`src/rtl/fp_cmp_issue.sv`:
```
// fp_cmp_issue: initiator-side front end for the fp_cmp compute unit.
// Splits packed single-precision operand pairs into fields, issues them with a
// one-cycle src_valid strobe, and queues dst_valid results in a credit-protected
// FIFO that drains to a valid/ready output stream.
// Optional watchdog: define FP_CMP_ISSUE_WDOG_EN to build it; otherwise
// err_timeout is tied low.
module fp_cmp_issue #(
   parameter int FIFO_DEPTH = 4,
   parameter int FIFO_AW    = 2,
   parameter int CNT_W      = 3
) (
   input  logic          clk,
   input  logic          rstn,
   input  logic          in_valid,
   output logic          in_ready,
   input  logic [31:0]   in_a,
   input  logic [31:0]   in_b,
   output logic          enable,
   output logic          src_valid,
   output logic [22:0]   a_man,
   output logic [7:0]    a_exp,
   output logic          a_sign,
   output logic [22:0]   b_man,
   output logic [7:0]    b_exp,
   output logic          b_sign,
   input  logic [22:0]   r_man,
   input  logic [7:0]    r_exp,
   input  logic          r_sign,
   input  logic          dst_valid,
   output logic          out_valid,
   input  logic          out_ready,
   output logic [31:0]   out_r,
   output logic          err_unexp,
   output logic          err_timeout
);

   localparam logic [CNT_W-1:0] CNT_ONE = CNT_W'(1);
   localparam logic [CNT_W:0]   DEPTH_L = (CNT_W+1)'(FIFO_DEPTH);

   logic [CNT_W-1:0]   outstanding;
   logic [CNT_W-1:0]   count;
   logic [FIFO_AW-1:0] wr_ptr;
   logic [FIFO_AW-1:0] rd_ptr;
   logic [31:0]        mem [FIFO_DEPTH];
   logic [CNT_W:0]     credit_used;
   logic               accept;
   logic               wr_ok;
   logic               pop;

   // Credit check: every accepted op must own a FIFO slot until it is popped
   always_comb begin
      credit_used = {1'b0, outstanding} + {1'b0, count};
      in_ready    = enable && (credit_used < DEPTH_L);
      accept      = in_valid && in_ready;
      wr_ok       = dst_valid && (outstanding != '0);
      out_valid   = (count != '0);
      pop         = out_valid && out_ready;
      out_r       = mem[rd_ptr];
   end

   // Enable, issue registers and operand field split
   always_ff @(posedge clk or negedge rstn) begin
      if (!rstn) begin
         enable    <= 1'b0;
         src_valid <= 1'b0;
         a_sign    <= 1'b0;
         a_exp     <= '0;
         a_man     <= '0;
         b_sign    <= 1'b0;
         b_exp     <= '0;
         b_man     <= '0;
      end else begin
         enable    <= 1'b1;
         src_valid <= accept;
         if (accept) begin
            a_sign <= in_a[31];
            a_exp  <= in_a[30:23];
            a_man  <= in_a[22:0];
            b_sign <= in_b[31];
            b_exp  <= in_b[30:23];
            b_man  <= in_b[22:0];
         end
      end
   end

   // Outstanding/occupancy counters, pointers and the unexpected-result flag
   always_ff @(posedge clk or negedge rstn) begin
      if (!rstn) begin
         outstanding <= '0;
         count       <= '0;
         wr_ptr      <= '0;
         rd_ptr      <= '0;
         err_unexp   <= 1'b0;
      end else begin
         case ({accept, wr_ok})
            2'b10:   outstanding <= outstanding + CNT_ONE;
            2'b01:   outstanding <= outstanding - CNT_ONE;
            default: outstanding <= outstanding;
         endcase
         case ({wr_ok, pop})
            2'b10:   count <= count + CNT_ONE;
            2'b01:   count <= count - CNT_ONE;
            default: count <= count;
         endcase
         if (wr_ok)
            wr_ptr <= wr_ptr + FIFO_AW'(1);
         if (pop)
            rd_ptr <= rd_ptr + FIFO_AW'(1);
         if (dst_valid && (outstanding == '0))
            err_unexp <= 1'b1;
      end
   end

   // Result storage; contents are only meaningful where count says so
   always_ff @(posedge clk) begin
      if (wr_ok)
         mem[wr_ptr] <= {r_sign, r_exp, r_man};
   end

`ifdef FP_CMP_ISSUE_WDOG_EN
   logic [7:0] wdog;

   // Watchdog: counts idle cycles while results are owed; flag fires as it hits 255
   always_ff @(posedge clk or negedge rstn) begin
      if (!rstn) begin
         wdog        <= '0;
         err_timeout <= 1'b0;
      end else if (dst_valid || (outstanding == '0)) begin
         wdog <= '0;
      end else if (wdog != 8'hFF) begin
         wdog <= wdog + 8'd1;
         if (wdog == 8'hFE)
            err_timeout <= 1'b1;
      end
   end
`else
   assign err_timeout = 1'b0;
`endif

endmodule

```
`config.mk`:
```
export PLATFORM = sky130hd
export DESIGN_NAME = fp_cmp_issue
export DESIGN_NICKNAME = d
export VERILOG_FILES = /design/src/rtl/fp_cmp_issue.sv
export SDC_FILE = /design/constraint.sdc
export NUM_CORES = 1
export LEC_CHECK = 0
export BUFFER_PORTS_ARGS = -buffer_cell sky130_fd_sc_hd__buf_2
export CAP_MARGIN = 5
export CELL_PAD_IN_SITES_DETAIL_PLACEMENT = 2
export CELL_PAD_IN_SITES_GLOBAL_PLACEMENT = 2
export CORE_ASPECT_RATIO = 0.8
export CORE_MARGIN = 4
export CORE_UTILIZATION = 40
export CTS_BUF_LIST = sky130_fd_sc_hd__clkbuf_2 sky130_fd_sc_hd__clkbuf_4 sky130_fd_sc_hd__clkbuf_8
export DETAILED_ROUTE_END_ITERATION = 12
export PLACE_DENSITY_LB_ADDON = 0.3
export SLEW_MARGIN = 5
export SYNTH_ARGS = -nofsm -noshare
export SYNTH_HDL_FRONTEND = slang
export SYNTH_SLANG_ARGS = --single-unit
```
`constraint.sdc`:
```
create_clock -name clk -period 3.31 [get_ports clk]
set_input_delay 0 -clock clk [delete_from_list [all_inputs] [get_ports clk]]
set_output_delay 0 -clock clk [all_outputs]
set_load 0.05 [all_outputs]
```
==> results.ini, run 1 <==
[die]
io_pins=203
die_h_microns=132
core_sq_mm=0.0190
rows=45
start_util_pct=40.8
chipWidth_microns=163
dieArea_sq_mm=0.0216

[cells_and_area]
final_common_cell=buf_2
final_core_util_pct=56.9
instances_no_fill=986
final.fill_count=1666
final_cell_mix=buf_2 (200), edfxtp_1 (128), dlygate4sd3_1 (99)
final_cell_area_sq_mm=0.0108
drive_above_1_share_pct=46.5
nNetsFinal=810
area_growth_pct=39.5

[worst_setup_path]
cp_max_fo=3
cp_top_family=adder cells
cp_slowest_cell=or4b_4
path_cells=ha_1, or4b_4, a311oi_4, inv_1, ha_1, inv_1, fa_1, xor2_1, nor2_1, xor2_1
worstSetupPathType=reg -> reg
reg2reg_from=outstanding[2]
startpoint=outstanding[2]
cp_num_cells=10
worst_setup_path_start_kind=flop
max_stage_delay_ns=0.51
path_buf_inv=2
cp.arrival_ns=2.99
worstRegToRegCells=10
rrSetupSlack_ns=0.70
worstReg2RegEnd=outstanding[2]
end_kind=flop
crit_required_ns=3.70
cp-endpoint=outstanding[2]

[route]
vias_per_cell=4.85
drtIter0Drc=290
drc=0
final_antenna_net_count=0
dr.pass1.iters=4
wire_per_inst_microns=23.7
vias=4785
wl_microns=23300

[yosys]
syn_area_per_cell_sq_um=21.0
synth_cells=368
synthDistinctLibCells=27
ys_ff_latch=205
yosysSeqAreaShare_pct=74.6
synth.area.top_cells=edfxtp_1 (50%), dfrtp_1 (25%), mux4_2 (9.3%)
syn_area_sq_mm=0.00773
synthFlopType=edfxtp_1
syn_nets=479
netlist.top_cell.by_area=edfxtp_1
synth_top_area_share_pct=49.7
postSynth.asyncResetShare_pct=37.6
yosys_warnings=0
synth_edf_count=128

[timing]
finClkSkew_ns=0.0268
timing.fmax_mhz=384
finalCriticalPeriod_ns=2.61
slew_viol_final=0
tightest_slew_ns=1.04
hold_viol_final=0
slew_headroom_pct=31.0
finalSetupTns_ns=0
rsz0062_at_grt=false
fin_crit_sh_pct=78.7
setup_viol=0

[clock_network]
postCtsSetupBuffers=0
cts_buffer_depth=3
cts_root_buffer=clkbuf_8
cts_tree=yes
insertion_delay_ns=0.53
cts_sinks=205
htree_levels=2
numCtsBuffers=35
cts.reportedPaths.clkPinSlew_ns=0.06

[status]
status=finished, final reports clean

[grt]
grt_pass1_wl_microns=35900
grt_pass1_vias=5779
grt_overflow_total=0
grt_max_degree=78
grt_use_total_pct=22.2
antenna_found_initial=3

[power]
total_power_uw=11800
p_leak_uw=0.00445
powerDensity_mw_per_mm2=1090
peakVddDrop_mv=0.752

[hold_path]
hold_path_class=in -> reg

[place]
gp_congestion=0.692
post-dp-hpwl_microns=13400
placed_area_sq_mm=0.00906
portBuffers=201
post-place-cells=821

[run]
drv_cap=0

## logic make-up after synthesis
| family | count (synthesis) | share of synthesized area [%] |
|---|---|---|
| buffers and inverters | 28 | 2.04 |
| and+or+nand+nor | 11 | 0.874 |
| AOI/OAI and AO/OA | 4 | 0.485 |
| muxes | 99 | 19.0 |
| DFF | 205 | 74.6 |
| adders and majority gates | 10 | 1.81 |
| other | 2 | 0.0971 |
| xor gates and xnor gates | 9 | 1.02 |
## final cells by class
type                    count  area, sq um  share of cell area, %
inverters                  11         41.3                  0.383
well taps                 258          323                   2.99
diodes                      3         7.51                 0.0696
multi-input cells         135         1820                   16.9
clock buffers              59          712                   6.60
clock inverters             4         16.3                  0.151
flip-flops and latches    205         5770                   53.5
repair buffers            311         2090                   19.4
## through the flow
step / hold slack, ns / setup slack [ns]
3_3_place_gp: 0.207 / 0.827
2_1_floorplan: -0.296 / 0.733
5_1_grt: 0.0558 / 0.553
6_report: 0.0587 / 0.704
4_1_cts: 0.0437 / 0.692
3_5_place_dp: 0.222 / 0.703
## worst min-delay path, cell delays in order
cell      delay [ns]
buf_2           0.10
inv_1           0.09
a311oi_4        0.06
buf_12          0.21
## registers in the layout (all words and copies together), names as in the netlist
signal	cells
mem	128
a_man	23
b_man	23
a_exp	8
b_exp	8
count	3
outstanding	3
rd_ptr	2
wr_ptr	2
a_sign	1
b_sign	1
enable	1
err_unexp	1
src_valid	1
## cells in the mapped netlist, types with 2 or more instances
library cell	count
inv_1	11
mux4_2	32
edfxtp_1	128
dfrtp_1	77
clkbuf_1	6
buf_6	5
and2_1	4
conb_1	2
buf_4	3
xor2_1	5
mux2_1	40
mux2_2	25
fa_1	2
mux2i_1	2
nor2_1	2
buf_2	3
xnor2_1	4
ha_1	8
## power breakdown
part | switching [uW] | internal (uW) | leakage (uW)
Sequential | 563 | 3560 | 0.00209
Combinational | 3710 | 1530 | 0.00197
Clock | 1040 | 1350 | 0.000391
Total | 5320 | 6440 | 0.00445
## routing by layer
metal	global-route usage, %	vias to the layer above	routed length (microns)
met5	0	-	0
met4	7.87	0	610
met3	4.78	42	1050
met2	42.4	149	13400
met1	24.1	2506	8230
li1	-	2088	-
## worst min-delay path by stage
stage                  start        end  cells after the start
finish              in_valid  src_valid                      4
global route        in_valid  src_valid                      4
floorplan               rstn   a_exp[0]                      0
CTS                 in_valid  src_valid                      4
global placement        rstn  b_man[17]                      1
detailed placement   in_a[5]   a_man[5]                      2
## repair_timing
item / 4_1_cts / 5_1_grt
hold buffers: 99 / 0
hold endpoints to repair: 272 / 0
gates resized for setup: 0 / 0
No activity file was read; power rests on OpenSTA's default activity.
==> inputs of run 2 (changes only) <==
==> constraint.sdc (replaced) <==
create_clock -name clk -period 2.4 [get_ports clk]
set_input_delay 0 -clock clk [delete_from_list [all_inputs] [get_ports clk]]
set_output_delay 0 -clock clk [all_outputs]
set_load 0.05 [all_outputs]
==> results.ini, run 2 (synthesized netlist as in run 1, its figures left out) <==
[grt]
grt_use_total_pct=22.4
grt_max_degree=58
grt_pass1_vias=5845
grt_overflow_total=0
grt_pass1_wl_microns=36700
antenna_found_initial=1

[cells_and_area]
final_common_cell=buf_2
largest_registers=mem x128, a_man x23, b_man x23
largest_reg_flops=128
instances_no_fill=1001
nNetsFinal=829
top_register=mem
final_cell_mix=buf_2 (200), edfxtp_1 (128), dlygate4sd3_1 (99)
drive_above_1_share_pct=50.0
area_growth_pct=43.8
final_cell_area_sq_mm=0.0111

[die]
chipWidth_microns=163
io_pins=203
core_sq_mm=0.0190
die_h_microns=132
dieArea_sq_mm=0.0216
rows=45
start_util_pct=40.8

[clock_network]
cts_tree=yes
cts.reportedPaths.clkPinSlew_ns=0.06
numCtsBuffers=35
insertion_delay_ns=0.51
cts_sinks=205
cts_root_buffer=clkbuf_8
cts_buffer_depth=3
htree_levels=2

[power]
total_power_uw=17000
peakVddDrop_mv=0.947
powerDensity_mw_per_mm2=1530
p_leak_uw=0.00462

[place]
portBuffers=201
post-dp-hpwl_microns=13400
gp_congestion=0.733
post-place-cells=829
placed_area_sq_mm=0.00919

[worst_setup_path]
cp.arrival_ns=3.03
reg2reg_from=outstanding[2]
worstRegToRegCells=10
rrSetupSlack_ns=-0.22
worstReg2RegEnd=outstanding[2]
end_kind=flop
cp_max_fo=2
crit_required_ns=2.81
worst_setup_path_start_kind=flop
worstSetupPathType=reg -> reg

[route]
drtIter0Drc=293
drc=0
dr.pass1.iters=4
vias_per_cell=4.92
wl_microns=27500
final_antenna_net_count=0
vias=4925
wire_per_inst_microns=27.5

[timing]
timing.fmax_mhz=381
fin_ws_ns=-0.222
fin_crit_sh_pct=109
slew_viol_final=0
hold_viol_final=0
finalCriticalPeriod_ns=2.62
finalSetupTns_ns=-11.14
finClkSkew_ns=0.0126
setup_viol=66
rsz0062_at_grt=true
slew_headroom_pct=47.3
tightest_slew_ns=0.791

[status]
violations=negative setup slack
status=finished, violations left

[run]
drv_cap=0

[hold_path]
worstHoldStart=in_valid
worstHoldPathCells=6
holdPathEnd=outstanding[0]
hold_path_class=in -> reg

==> run 2: cell types whose count changed in the layout (fill, tap and decap cells not counted), moves of 3 or more <==
cell       delta
mux2_4       +18
mux2_1       -16
buf_4         +7
buf_12        +5
clkbuf_16     +4
clkbuf_4      -4
clkinv_1      +3
==> run 2: final cells by class <==
cell class | instances | area, sq um
fillers | 1606 | 7850
flip-flops and latches | 205 | 5770
repair buffers | 330 | 2380
multi-input cells | 135 | 1910
clock buffers | 53 | 654
well taps | 258 | 323
inverters | 11 | 43.8
clock inverters | 8 | 32.5
diodes | 1 | 2.50
==> run 2: report_power, final <==
part / total (uW) / internal (uW) / switching [uW] / leakage, uW
Clock: 3190 / 1730 / 1460 / 0.000367
Sequential: 5650 / 4910 / 739 / 0.00209
Combinational: 8150 / 2560 / 5600 / 0.00216
Total: 17000 / 9200 / 7800 / 0.00462
==> run 2: worst max path at each step <==
stage / from / to / cells after the start
after floorplan: outstanding[2] / outstanding[2] / 11
after global placement: outstanding[2] / a_man[14] / 6
after detailed placement: outstanding[2] / a_man[3] / 6
after CTS: count[2] / a_man[3] / 6
after global routing: outstanding[2] / outstanding[2] / 10
final: outstanding[2] / outstanding[2] / 10
==> run 2: worst max-delay path, cell delays in order, from the launching register on <==
cell and delay [ns]:
dfrtp_1 0.39, ha_1 0.35, or4b_4 0.54, a311oi_4 0.31
inv_4 0.08, ha_4 0.18, inv_2 0.05, fa_1 0.18
xor2_1 0.16, nor2_1 0.07, xor2_1 0.20
==> run 2: layer usage <==
| layer | up-vias | global-route usage [%] | wire, microns |
|---|---|---|---|
| li1 | 2111 | - | - |
| met1 | 2546 | 26.6 | 10600 |
| met2 | 216 | 38.9 | 14300 |
| met3 | 52 | 8.10 | 2000 |
| met4 | 0 | 5.78 | 638 |
| met5 | - | 0 | 0 |
==> run 2: through the flow <==
step / util, % / setup slack [ns] / hold WS, ns
global placement: 48.4 / 0.0527 / 0.0889
detailed placement: 48.4 / -0.0199 / 0.125
global route: 58.6 / -0.301 / 0.103
finish: 58.6 / -0.222 / 0.134
floorplan: - / -0.0598 / -0.296
CTS: 57.2 / -0.0316 / -0.270
==> run 2: timing repair <==
action / in CTS / in global routing
hold endpoints to repair: 250 / 1
gates cloned: 0 / 6
setup buffers: 0 / 5
setup endpoints to repair: 23 / 67
hold buffers: 98 / 1
resized for setup: 0 / 27
